**config.mk**
```make
export PLATFORM = sky130hd
export DESIGN_NAME = decode_operand_stage
export DESIGN_NICKNAME = d
export VERILOG_FILES = /design/src/rtl/mips_pkg.sv /design/src/rtl/operand_bypass.sv /design/src/rtl/decode_operand_stage.sv
export SDC_FILE = /design/constraint.sdc
export NUM_CORES = 1
export LEC_CHECK = 0
export BUFFER_PORTS_ARGS = -buffer_cell sky130_fd_sc_hd__buf_2
export CORE_UTILIZATION = 30
export CTS_BUF_LIST = sky130_fd_sc_hd__clkbuf_8
export DETAILED_ROUTE_END_ITERATION = 8
export PLACE_DENSITY = 0.64
export REMOVE_ABC_BUFFERS = 1
export SYNTH_ARGS = -nofsm -noshare
export SYNTH_HDL_FRONTEND = slang
export SYNTH_SLANG_ARGS = --single-unit
```
**constraint.sdc**
```tcl
create_clock -name clk -period 2.5 [get_ports clk]
set_input_delay 0.125 -clock clk [delete_from_list [all_inputs] [get_ports clk]]
set_output_delay 0.125 -clock clk [all_outputs]
set_load 0.02 [all_outputs]
```
**src/rtl/mips_pkg.sv**
```systemverilog
// Shared MIPS pipeline definitions: field widths, opcodes, and the ID/EX bundle.
package mips_pkg;

    localparam int unsigned DATA_W   = 32;
    localparam int unsigned ADDR_W   = 5;
    localparam int unsigned OPCODE_W = 6;
    localparam int unsigned FUNCT_W  = 6;
    localparam int unsigned SHAMT_W  = 5;

    localparam logic [OPCODE_W-1:0] OP_RTYPE = 6'h00;
    localparam logic [OPCODE_W-1:0] OP_SW    = 6'h2B;
    localparam logic [OPCODE_W-1:0] OP_BEQ   = 6'h04;
    localparam logic [OPCODE_W-1:0] OP_BNE   = 6'h05;
    localparam logic [OPCODE_W-1:0] OP_LW    = 6'h23;

    // Instructions whose rt field names a source register rather than a destination.
    function automatic logic uses_rt(input logic [OPCODE_W-1:0] opcode);
        return (opcode == OP_RTYPE) || (opcode == OP_SW) ||
               (opcode == OP_BEQ)   || (opcode == OP_BNE);
    endfunction

    typedef struct packed {
        logic                valid;
        logic [DATA_W-1:0]   pc;
        logic [OPCODE_W-1:0] opcode;
        logic [FUNCT_W-1:0]  funct;
        logic [SHAMT_W-1:0]  shamt;
        logic [ADDR_W-1:0]   rs_addr;
        logic [ADDR_W-1:0]   rt_addr;
        logic [ADDR_W-1:0]   rd_addr;
        logic [DATA_W-1:0]   rs_data;
        logic [DATA_W-1:0]   rt_data;
        logic [DATA_W-1:0]   imm_sext;
    } id_ex_t;

endpackage

```
**src/rtl/operand_bypass.sv**
```systemverilog
// Picks one source operand: $zero forcing, then same-cycle writeback bypass, then RF data.
module operand_bypass #(
    parameter int unsigned DATA_W = 32,
    parameter int unsigned ADDR_W = 5
) (
    input  logic [ADDR_W-1:0] addr,
    input  logic [DATA_W-1:0] rf_data,
    input  logic              wb_write_en,
    input  logic [ADDR_W-1:0] wb_write_address,
    input  logic [DATA_W-1:0] wb_write_data,
    output logic [DATA_W-1:0] operand_c
);

    always_comb begin
        operand_c = rf_data;
        if (addr == '0) begin
            operand_c = '0;
        end else if (wb_write_en && (wb_write_address == addr)) begin
            operand_c = wb_write_data;
        end
    end

endmodule

```
**src/rtl/decode_operand_stage.sv**
```systemverilog
// MIPS ID stage: operand fetch with writeback bypass, load-use bubbles, stall and flush.
module decode_operand_stage #(
    parameter int unsigned DATA_W = 32,
    parameter int unsigned ADDR_W = 5,
    parameter int unsigned CNT_W  = 32
) (
    input  logic              clk,
    input  logic              rst,
    input  logic              if_valid,
    input  logic [DATA_W-1:0] if_instr,
    input  logic [DATA_W-1:0] if_pc,
    output logic              if_stall,
    output logic [ADDR_W-1:0] read_address_0,
    output logic [ADDR_W-1:0] read_address_1,
    input  logic [DATA_W-1:0] read_data_0,
    input  logic [DATA_W-1:0] read_data_1,
    input  logic              wb_write_en,
    input  logic [ADDR_W-1:0] wb_write_address,
    input  logic [DATA_W-1:0] wb_write_data,
    input  logic              ex_mem_read,
    input  logic [ADDR_W-1:0] ex_dest_address,
    input  logic              ex_ready,
    input  logic              flush,
    output logic              id_valid,
    output logic [DATA_W-1:0] id_pc,
    output logic [5:0]        id_opcode,
    output logic [5:0]        id_funct,
    output logic [4:0]        id_shamt,
    output logic [ADDR_W-1:0] id_rs_addr,
    output logic [ADDR_W-1:0] id_rt_addr,
    output logic [ADDR_W-1:0] id_rd_addr,
    output logic [DATA_W-1:0] id_rs_data,
    output logic [DATA_W-1:0] id_rt_data,
    output logic [DATA_W-1:0] id_imm_sext,
    output logic [CNT_W-1:0]  bubble_count
);
    import mips_pkg::*;

    logic [ADDR_W-1:0] rs_c;
    logic [ADDR_W-1:0] rt_c;
    logic [DATA_W-1:0] rs_data_c;
    logic [DATA_W-1:0] rt_data_c;
    logic              hazard_c;
    id_ex_t            id_next_c;
    id_ex_t            id_q;

    assign rs_c           = if_instr[25:21];
    assign rt_c           = if_instr[20:16];
    assign read_address_0 = rs_c;
    assign read_address_1 = rt_c;

    operand_bypass #(.DATA_W(DATA_W), .ADDR_W(ADDR_W)) u_rs_bypass (
        .addr             (rs_c),
        .rf_data          (read_data_0),
        .wb_write_en      (wb_write_en),
        .wb_write_address (wb_write_address),
        .wb_write_data    (wb_write_data),
        .operand_c        (rs_data_c)
    );

    operand_bypass #(.DATA_W(DATA_W), .ADDR_W(ADDR_W)) u_rt_bypass (
        .addr             (rt_c),
        .rf_data          (read_data_1),
        .wb_write_en      (wb_write_en),
        .wb_write_address (wb_write_address),
        .wb_write_data    (wb_write_data),
        .operand_c        (rt_data_c)
    );

    // A load in EX whose result this instruction needs cannot be forwarded in time.
    always_comb begin
        hazard_c = if_valid && ex_mem_read && (ex_dest_address != '0) &&
                   ((ex_dest_address == rs_c) ||
                    (uses_rt(if_instr[31:26]) && (ex_dest_address == rt_c)));
    end

    // Flush outranks everything: the killed instruction must not hold up fetch.
    always_comb begin
        if_stall = 1'b0;
        if (!flush && (!ex_ready || hazard_c)) begin
            if_stall = 1'b1;
        end
    end

    always_comb begin
        id_next_c          = '0;
        id_next_c.valid    = if_valid;
        id_next_c.pc       = if_pc;
        id_next_c.opcode   = if_instr[31:26];
        id_next_c.funct    = if_instr[5:0];
        id_next_c.shamt    = if_instr[10:6];
        id_next_c.rs_addr  = rs_c;
        id_next_c.rt_addr  = rt_c;
        id_next_c.rd_addr  = if_instr[15:11];
        id_next_c.rs_data  = rs_data_c;
        id_next_c.rt_data  = rt_data_c;
        id_next_c.imm_sext = {{(DATA_W-16){if_instr[15]}}, if_instr[15:0]};
    end

    always_ff @(posedge clk) begin
        if (rst) begin
            id_q         <= '0;
            bubble_count <= '0;
        end else if (flush) begin
            id_q.valid <= 1'b0;
        end else if (!ex_ready) begin
            id_q <= id_q;
        end else if (hazard_c) begin
            id_q.valid <= 1'b0;
            if (bubble_count != '1) begin
                bubble_count <= bubble_count + CNT_W'(1);
            end
        end else begin
            id_q <= id_next_c;
        end
    end

    assign id_valid    = id_q.valid;
    assign id_pc       = id_q.pc;
    assign id_opcode   = id_q.opcode;
    assign id_funct    = id_q.funct;
    assign id_shamt    = id_q.shamt;
    assign id_rs_addr  = id_q.rs_addr;
    assign id_rt_addr  = id_q.rt_addr;
    assign id_rd_addr  = id_q.rd_addr;
    assign id_rs_data  = id_q.rs_data;
    assign id_rt_data  = id_q.rt_data;
    assign id_imm_sext = id_q.imm_sext;

endmodule

```
# Word-level counts from Yosys, hierarchy flattened
# Cells that the tools add are included.
[classes]
n_addsub = 1
n_eq_ne = 8
n_mux = 6
bitwise = 2
reduce_logical = 21
[op_table]
columns = ["op", "count"]
rows = [
  ["$mux W32", 4],
  ["$add A32 B1 Y32 const B", 1],
  ["$ne A32 B32 Y1 const B", 1],
  ["$eq A5 B5 Y1", 4],
  ["$eq A6 B3 Y1 const B", 2],
  ["$logic_not A5 Y1", 2],
  ["$logic_and A1 B1 Y1", 7],
  ["$eq A6 B6 Y1 const B", 1],
  ["$logic_not A6 Y1", 1],
  ["$logic_or A1 B1 Y1", 5],
  ["$reduce_bool A5 Y1", 1],
  ["$reduce_and A4 Y1", 1],
  ["$reduce_and A3 Y1", 1],
  ["$logic_not A1 Y1", 2],
  ["$mux W1", 2],
  ["$not A1 Y1", 2],
  ["$reduce_or A2 Y1", 1],
]
[totals]
regBits = 177
inputBits = 177
output_inout_bits = 204
elab_cells = 50

# Longest topological paths before layout
# Gate-level depths: netlist of run 1.
[logic_depth]
depth_word = 10
depth_mapped = 9
depth_no_buf = 7

# Hierarchy
# Synthesis of run 1 repeated with hierarchy kept, for this count alone.
[hier_totals]
cells_unflattened = 1090
area_unflattened_um2 = 8018.9
[by_module_without_submodules]
columns = ["module", "n_inst", "cells_per_inst", "area_each_um2", "seq_area_each_um2"]
rows = [
  ["decode_operand_stage", 1, 844, 6727.7, 3223.1],
  ["operand_bypass", 2, 123, 645.6, 0.0],
]

# Worst setup path before layout of run 1
# No wires, ideal clock.
[synth_path]
path_kind = "reg2reg"
start = "reg bubble_count[0]"
end = "reg bubble_count[23]"
setup_time_ps = 123
arrival_ps = 2150
required_ps = 2377
slack_ps = 227
stages_incl_launch_ff = 9
n_path_buf = 1
path_cell_list = "dfxtp_1 -> ha_1 -> nand2_2 -> nor4_1 -> nand3_1 -> o21ai_2 -> buf_4 -> nor3_1 -> mux2_1"
[synth_between]
elab_chain_len = 2
[synth_lines]
columns = ["element", "line_no", "rtl"]
rows = [
  ["start: declaration", "decode_operand_stage.sv:35", "output logic [CNT_W-1:0] bubble_count"],
  ["start signal: assignment", "decode_operand_stage.sv:111", "bubble_count <= bubble_count + CNT_W'(1);"],
  ["branches (longest 2 deep; another with $add A32 B1 Y32)", "-", ""],
]
# Several ways; the timed one is not identified.
# A chain may end at the register's enable or synchronous reset.

# Worst setup path after layout of run 1
[layout_path]
start = "in if_instr[25]"
end = "reg id_q (netlist bit id_rs_data[14])"
[layout_between]
elab_chain_len = 5
[layout_lines]
columns = ["element", "line_no", "rtl"]
rows = [
  ["start: declaration", "decode_operand_stage.sv:10", "input logic [DATA_W-1:0] if_instr,"],
  ["$eq A5 B5 Y1", "decode_operand_stage.sv:73", "((ex_dest_address == rs_c) ||"],
  ["$logic_or A1 B1 Y1", "decode_operand_stage.sv:73", ""],
  ["$logic_and A1 B1 Y1", "decode_operand_stage.sv:72", "hazard_c = if_valid && ex_mem_read && (ex_dest_address != '0) &&"],
  ["$not A1 Y1 (no line)", "-", ""],
  ["$reduce_and A3 Y1 (no line)", "-", ""],
  ["end signal: assignment", "decode_operand_stage.sv:107", "id_q <= id_q;"],
  ["end signal: assignment", "decode_operand_stage.sv:114", "id_q <= id_next_c;"],
  ["end: declaration", "decode_operand_stage.sv:45", "id_ex_t id_q;"],
]
# Several ways; a longest one is shown, not always the timed one.

==> results by group, run 1 <==
Outcome
  • Run status: finished clean

Timing
  • Final hold slack: around 34 ps
  • Setup TNS: 0 ps
  • Setup ws final: 52.8 ps
  • Final-report setup violation count: 0
  • FMAX: about 0.41 GHz
  • Clk_skew: around 16 ps
  • Worst Max-Slew Pin Slew: ~630 ps
  • Max-slew violations: 0
  • Unrepaired setup endpoints after global routing: no
  • Relative slew slack: between 50% and 60%
  • Final Hold Vio Count: 0
  • Min cycle time layout: roughly 2400 ps
  • Period utilization: between 90% and 100%

Global routing
  • Initial antenna violation count: 2
  • Largest net degree at the start of global routing: 95
  • Number of global-route vias before repair: 7,962
  • Global-route usage over all layers: slightly below 20%
  • Global-route wire length before repair: 40,900 microns
  • Total gr overflow: 0

Place
  • Pre-CTS setup slack: -12.8 ps
  • Port Buf Inserts: between 300 and 400
  • Cell total after placement: about 1,500
  • Post-Place Cell Area: 9660 sq um
  • HPWL after DPL: 17,100 microns
  • Routability cong.: between 0.9 and 1

Synth
  • Post-synthesis cell area: around 7700 sq um
  • Post-synthesis register bit count: 161
  • Compound-Gate Fraction of Synth Area: ~15%
  • EDFF count, synth: 0
  • Post-synth cell types: 48
  • Synthesized area per cell: between 8 and 9 sq um
  • Most used flip-flop cell after synthesis: dfxtp_1
  • Top-count cell post-synth: dfxtp_1
  • Main combinational cell family by area after synthesis: simple AND/OR/NAND/NOR gates
  • Mux contribution to synthesized area: under 10%
  • Synth Area in Simple Gates: 21.8%
  • Area share of fa/ha/maj cells after synthesis: 0.163%
  • Synth top area cells: dfxtp_1 (42%), mux2i_1 (8.6%), nand2_1 (6.8%)
  • Post-synth top area share: between 40% and 50%
  • Synth top cells by count: dfxtp_1 (161), nand2_1 (140), a21oi_1 (83)
  • Yosys warning count: 0
  • Post-Syn Instances: 859
  • Post-synth ARST share: 0%
  • Synth area leader: dfxtp_1
  • Seq/Total Area, Yosys: 41.9%
  • Synth Area in XOR/XNOR: about 2.5%

Worst setup path
  • Crit path required time: approximately 2800 ps
  • Worst Setup End Kind: flop
  • Reg-to-reg setup timing slack: between 200 and 300 ps
  • Crit path top cell by count: dlygate4sd3_1
  • WS Path Type: in -> reg
  • Critical path startpoint category: input port
  • CP max FO: 24
  • Worst path arrival time: between 2000 and 3000 ps
  • CP Cell Sequence: dlygate4sd3_1 -> buf_2 -> xor2_1 -> nor4_1 -> and3_4 -> buf_12 -> mux2i_1 -> dlygate4sd3_1 -> o31ai_1
  • R2R depth: 9
  • Largest stage delay on the critical path: roughly 590 ps
  • CP max stage cell: dlygate4sd3_1

Detailed routing
  • Vias: slightly above 8,000
  • Initial DRT Pass Iterations: 5
  • DR iter-0 viols: approximately 550
  • Final WL: about 27,000 microns
  • Wire per inst: roughly 16 microns
  • ANT nets after route: 0
  • Vias per Instance: 4.86
  • Residual DRC: 0

Power and ir drop
  • VDD IR-drop max: 0.320 mV
  • PwrDens: roughly 490 nW/um^2
  • Lkg Pwr: roughly 5 nW

Clock tree
  • CTS Buf Count: 17
  • Bufs on Longest Clock Path: 2
  • CTS Root Cell: clkbuf_8
  • Total clock sinks: between 150 and 200
  • CTS tree: built
  • Clock-pin slew on the worst setup and hold paths: roughly 100 ps
  • Clock Latency Late Sink: 440 ps
  • H-Tree Depth: 4

Die
  • I/O pin cnt: 381
  • Initial Util: between 30% and 40%
  • Width of the die: ~160 microns
  • FP Rows: 58
  • Die Span Y: around 160 microns
  • Die ar.: roughly 26,000 sq um
  • Core area: roughly 25,000 sq um

Finish
  • Post-route cell area: around 12,000 sq um
  • Area growth, synth to finish: 49.9%
  • Nets: about 1,500
  • Proportion of layout cells with a drive suffix above 1: a little over a third
  • Layout Cells excl Fill: between 1,500 and 2,000

Flow run
  • Total of max-cap violations: 0

Min path
  • Worst hold stages: 3
  • Worst hold path class: in -> reg
-- cell families after synthesis --
family / Yosys count
AO/OA/AOI/OAI: 181
XOR/XNOR: 22
adder cells (fa/ha/maj): 1
buffers and inverters: 112
flip-flops: 161
multiplexers: 72
AND/OR/NAND/NOR: 310
-- cell usage in the layout, fill, tap and decap left out, drive strengths merged, types with 18 or more instances in the layout --
cell type | netlist | layout
dlygate4sd3 | 0 | 144
clkbuf | 27 | 18
o31ai | 70 | 70
dfxtp | 161 | 161
nand2 | 142 | 142
mux2i | 66 | 66
a21oi | 83 | 83
buf | 81 | 416
nand3b | 64 | 64
-- per-layer routing --
| layer | part of all wire [%] | track usage (%) | vias to the layer above | routed length (microns) |
|---|---|---|---|---|
| li1 | - | - | 3957 | - |
| met1 | 42 | 23.3 | 3821 | 11300 |
| met2 | 49 | 33.0 | 322 | 13000 |
| met3 | 6.4 | 5.01 | 38 | 1700 |
| met4 | 2.2 | 8.32 | 0 | 583 |
| met5 | 0 | 0 | - | 0 |
-- power breakdown --
part / switching (W) / total, W / internal, W
registers: 0.0000559 / 0.00272 / 0.00266
clock network: 0.00108 / 0.00188 / 0.000796
logic: 0.000581 / 0.00108 / 0.000501
-- flip-flops by register name, summed over array words and instances (netlist names) --
| name | flops |
|---|---|
| id_rt_addr | 5 |
| id_imm_sext | 2 |
| id_valid | 1 |
| id_rt_data | 32 |
| id_rs_data | 32 |
| id_rs_addr | 5 |
| id_funct | 5 |
| id_opcode | 6 |
| id_rd_addr | 5 |
| bubble_count | 32 |
| id_pc | 32 |
| id_shamt | 4 |
-- area by class of cell --
type | count | area [sq um]
Inverter | 4 | 15.0
Multi-Input combinational cell | 586 | 3770
Antenna cell | 2 | 5.00
Clock buffer | 17 | 234
Sequential cell | 161 | 3220
Clock inverter | 15 | 135
Fill cell | 2413 | 13700
Timing Repair Buffer | 561 | 3730
Tap cell | 330 | 413
-- worst paths after layout --
check	from	to
hold reg to reg	id_pc[27]$_SDFFE_PP0P_	id_pc[27]$_SDFFE_PP0P_
setup reg to reg	bubble_count[1]$_SDFFE_PP0P_	bubble_count[24]$_SDFFE_PP0P_
hold / removal	read_data_1[13]	id_rt_data[13]$_SDFFE_PP0P_
setup / recovery	if_instr[25]	id_rs_data[14]$_SDFFE_PP0P_
-- through the flow --
step	total power [W]	utilization, %
2_1_floorplan	0.00319	-
3_3_place_gp	0.00365	38.4
3_5_place_dp	0.00366	38.4
4_1_cts	0.00574	45.5
5_1_grt	0.00596	45.8
6_report	0.00568	45.8
-- worst max-delay path, delay by kind of cell --
family | cells | cell delay (ps)
buffers and inverters | 4 | 1520
and+or+nand+nor | 2 | 630
muxes | 1 | 220
xor gates and xnor gates | 1 | 160
AOI/OAI and AO/OA | 1 | 70
-- what timing repair did --
| item | in CTS | in global routing |
|---|---|---|
| hold buffers | 142 | 2 |
| endpoints found under the hold margin | 118 | 2 |
| setup endpoints to repair | 0 | 31 |
| gates resized for setup | 0 | 2 |
| setup buffers | 0 | 2 |
Power figures use the tool's default switching activity.
==> inputs of run 2 (changes only) <==
--- a/config.mk
+++ b/config.mk
@@ -7,8 +7,10 @@
 export LEC_CHECK = 0
 export BUFFER_PORTS_ARGS = -buffer_cell sky130_fd_sc_hd__buf_2
+export CELL_PAD_IN_SITES_DETAIL_PLACEMENT = 1
+export CELL_PAD_IN_SITES_GLOBAL_PLACEMENT = 1
 export CORE_UTILIZATION = 30
 export CTS_BUF_LIST = sky130_fd_sc_hd__clkbuf_8
 export DETAILED_ROUTE_END_ITERATION = 8
-export PLACE_DENSITY = 0.64
+export PLACE_DENSITY_LB_ADDON = 0.1
 export REMOVE_ABC_BUFFERS = 1
 export SYNTH_ARGS = -nofsm -noshare
==> constraint.sdc (replaced) <==
create_clock -name clk -period 2.5 [get_ports clk]
set_input_delay 0.125 -clock clk [delete_from_list [all_inputs] [get_ports clk]]
set_output_delay 0.125 -clock clk [all_outputs]
set_load 0.1 [all_outputs]
==> run 2 against run 1 <==
Die area unchanged. Global-route usage increased by 3.3 points. Fmax increased by 0.84%. Highest routed layer is now met5.
==> results by group, run 2 (synthesis gave the netlist of run 1 again) <==
Worst setup path
  • Worst path arrival time: 2780 ps (was 2770 ps)
  • CP max FO: 32 (was 24)
  • CP max stage cell: dlygate4sd3_1 (unchanged)
  • WP buf/inv: 4 (unchanged)
  • Reg-to-reg setup timing slack: 270 ps (was 290 ps)
  • Crit path required time: 2860 ps (was 2830 ps)
  • Largest stage delay on the critical path: 580 ps (was 590 ps)
  • Top Family by Delay on Critical Path: buffers and inverters (unchanged)
  • Critical path startpoint category: input port (unchanged)
  • CP Cell Sequence: dlygate4sd3_1 -> buf_2 -> xor2_1 -> nor4_1 -> and3_2 -> buf_12 -> mux2i_1 -> dlygate4sd3_1 -> o31ai_1 (was dlygate4sd3_1 -> buf_2 -> xor2_1 -> nor4_1 -> and3_4 -> buf_12 -> mux2i_1 -> dlygate4sd3_1 -> o31ai_1)
  • Crit path top cell by count: dlygate4sd3_1 (unchanged)
  • WS Path Type: in -> reg (unchanged)
  • Worst Setup End Kind: flop (unchanged)

Global routing
  • Global-route usage over all layers: 22.8% (was 19.5%)
  • Number of global-route vias before repair: 8,514 (was 7,962)
  • Largest net degree at the start of global routing: 72 (was 95)
  • Total gr overflow: 0 (unchanged)
  • Global-route wire length before repair: 46,800 microns (was 40,900 microns)
  • Initial antenna violation count: 2 (unchanged)

Clock tree
  • CTS Buf Count: 17 (unchanged)
  • CTS tree: built (unchanged)
  • Bufs on Longest Clock Path: 2 (unchanged)
  • Clock-pin slew on the worst setup and hold paths: 100 ps (about the same)
  • Setup Buffers After CTS: 0 (unchanged)
  • CTS Root Cell: clkbuf_8 (unchanged)
  • H-Tree Depth: 4 (unchanged)
  • Total clock sinks: 161 (unchanged)
  • Clock Latency Late Sink: 460 ps (was 440 ps)

Detailed routing
  • Vias: 8,163 (was 8,138)
  • ANT nets after route: 0 (unchanged)
  • Residual DRC: 0 (unchanged)
  • Vias per Instance: 4.88 (was 4.86)
  • Initial DRT Pass Iterations: 5 (unchanged)
  • DR iter-0 viols: 423 (was 551)
  • Final WL: 29,800 microns (was 26,600 microns)
  • Wire per inst: 17.8 microns (was 15.9 microns)

Die
  • Die Span Y: 162 microns (unchanged)
  • I/O pin cnt: 381 (unchanged)
  • Width of the die: 162 microns (unchanged)
  • Initial Util: 30.5% (unchanged)
  • Core area: 25,200 sq um (unchanged)
  • FP Rows: 58 (unchanged)
  • Die ar.: 26,300 sq um (unchanged)

Outcome
  • Run status: finished clean (unchanged)

Finish
  • Area growth, synth to finish: 51.5% (was 49.9%)
  • Leading cell type in the layout, fill and taps excluded: buf_2 (unchanged)
  • Layout Cells excl Fill: 1,674 (was 1,676)
  • Commonest non-fill, non-tap cells in the layout: buf_2 (378), dfxtp_1 (161), dlygate4sd3_1 (154), nand2_1 (140), a21oi_1 (83) (was buf_2 (379), dfxtp_1 (161), dlygate4sd3_1 (144), nand2_1 (140), a21oi_1 (83))
  • Nets: 1,508 (was 1,509)
  • Post-route cell area: 11,700 sq um (was 11,500 sq um)
  • Proportion of layout cells with a drive suffix above 1: 34.5% (was 35.2%)

Timing
  • Worst Max-Slew Pin Slew: 544 ps (was 628 ps)
  • Min cycle time layout: 2430 ps (was 2450 ps)
  • Final-report setup violation count: 0 (unchanged)
  • Unrepaired setup endpoints after global routing: no (unchanged)
  • Clk_skew: 21.7 ps (was 16.2 ps)
  • Final hold slack: 35.1 ps (was 33.7 ps)
  • Final Hold Vio Count: 0 (unchanged)
  • Max-slew violations: 0 (unchanged)
  • FMAX: 0.412 GHz (was 0.409 GHz)
  • Relative slew slack: 64.0% (was 58.0%)
  • Period utilization: 97.1% (was 97.9%)
  • Setup ws final: 73.2 ps (was 52.8 ps)

Min path
  • Worst hold path class: in -> reg (unchanged)

Power and ir drop
  • Gate power share: 28.8% (was 19.0%)
  • PwrDens: 577 nW/um^2 (was 493 nW/um^2)
  • Register share of total power: 40.5% (was 47.9%)
  • Clk pwr share: 30.7% (was 33.1%)
  • Lkg Pwr: 5.04 nW (was 4.99 nW)
  • VDD IR-drop max: 0.259 mV (was 0.320 mV)
  • P_int: 0.00405 W (was 0.00396 W)
  • Switching power: 0.00268 W (was 0.00172 W)
  • Switching Share: 39.8% (was 30.3%)

Place
  • Pre-CTS setup slack: 213 ps (was -12.8 ps)
  • Routability cong.: 0.773 (was 0.916)
  • Port Buf Inserts: 380 (unchanged)
  • Cell total after placement: 1,487 (was 1,495)
  • HPWL after DPL: 19,900 microns (was 17,100 microns)
  • Post-Place Cell Area: 9680 sq um (was 9660 sq um)

Flow run
  • Total of max-cap violations: 0 (unchanged)
## run 2: path summary, 6_finish.rpt
check	endpoint	start	cells after the start
worst max-delay path	id_rs_data[12]$_SDFFE_PP0P_	if_instr[22]	9
worst min-delay path	id_rs_data[0]$_SDFFE_PP0P_	read_data_0[0]	3
worst max register to register	bubble_count[31]$_SDFFE_PP0P_	bubble_count[0]$_SDFFE_PP0P_	6
worst min register to register	id_rt_addr[4]$_SDFFE_PP0P_	id_rt_addr[4]$_SDFFE_PP0P_	2
## run 2: area by class of cell
class	instances	area, sq um
fill	3030	13500
timing repair buffer	560	3790
multi-input combinational	586	3770
sequential	161	3220
tap	330	413
clock buffer	17	234
clock inverter	15	195
inverter	4	15.0
antenna	1	2.50
## run 2: what timing repair did
item / CTS / global route
hold buffers: 153 / 1
gates resized for setup: 0 / 2
setup endpoints to repair: 0 / 1
hold endpoints to repair: 120 / 1
## run 2: power groups by stage
| stage | combinational, W | clock (W) | sequential, W |
|---|---|---|---|
| floorplan | 0.000268 | 0 | 0.00368 |
| global placement | 0.00173 | 0 | 0.00278 |
| detailed placement | 0.00174 | 0 | 0.00278 |
| CTS | 0.00193 | 0.00215 | 0.00272 |
| global route | 0.00202 | 0.00226 | 0.00274 |
| finish | 0.00193 | 0.00207 | 0.00273 |
## run 2: tightest hold or removal path: cells and delay by family
family	cells	cell delay, ps
compound gates	1	180
buf+inv	1	70
mux	1	80
## run 2: per-stage QoR
step / TNS (ps) / utilization [%] / total power (W)
5_1_grt: 0 / 46.3 / 0.00702
3_5_place_dp: 0 / 38.4 / 0.00452
2_1_floorplan: -414130 / - / 0.00395
3_3_place_gp: 0 / 38.4 / 0.00451
4_1_cts: 0 / 46.2 / 0.00680
6_report: 0 / 46.3 / 0.00673
## run 2: metal layers
layer / routed length, microns / GRT usage, %
met5: 8 / 0
met4: 807 / 8.15
met3: 1900 / 6.31
met2: 14800 / 39.4
met1: 12200 / 26.7
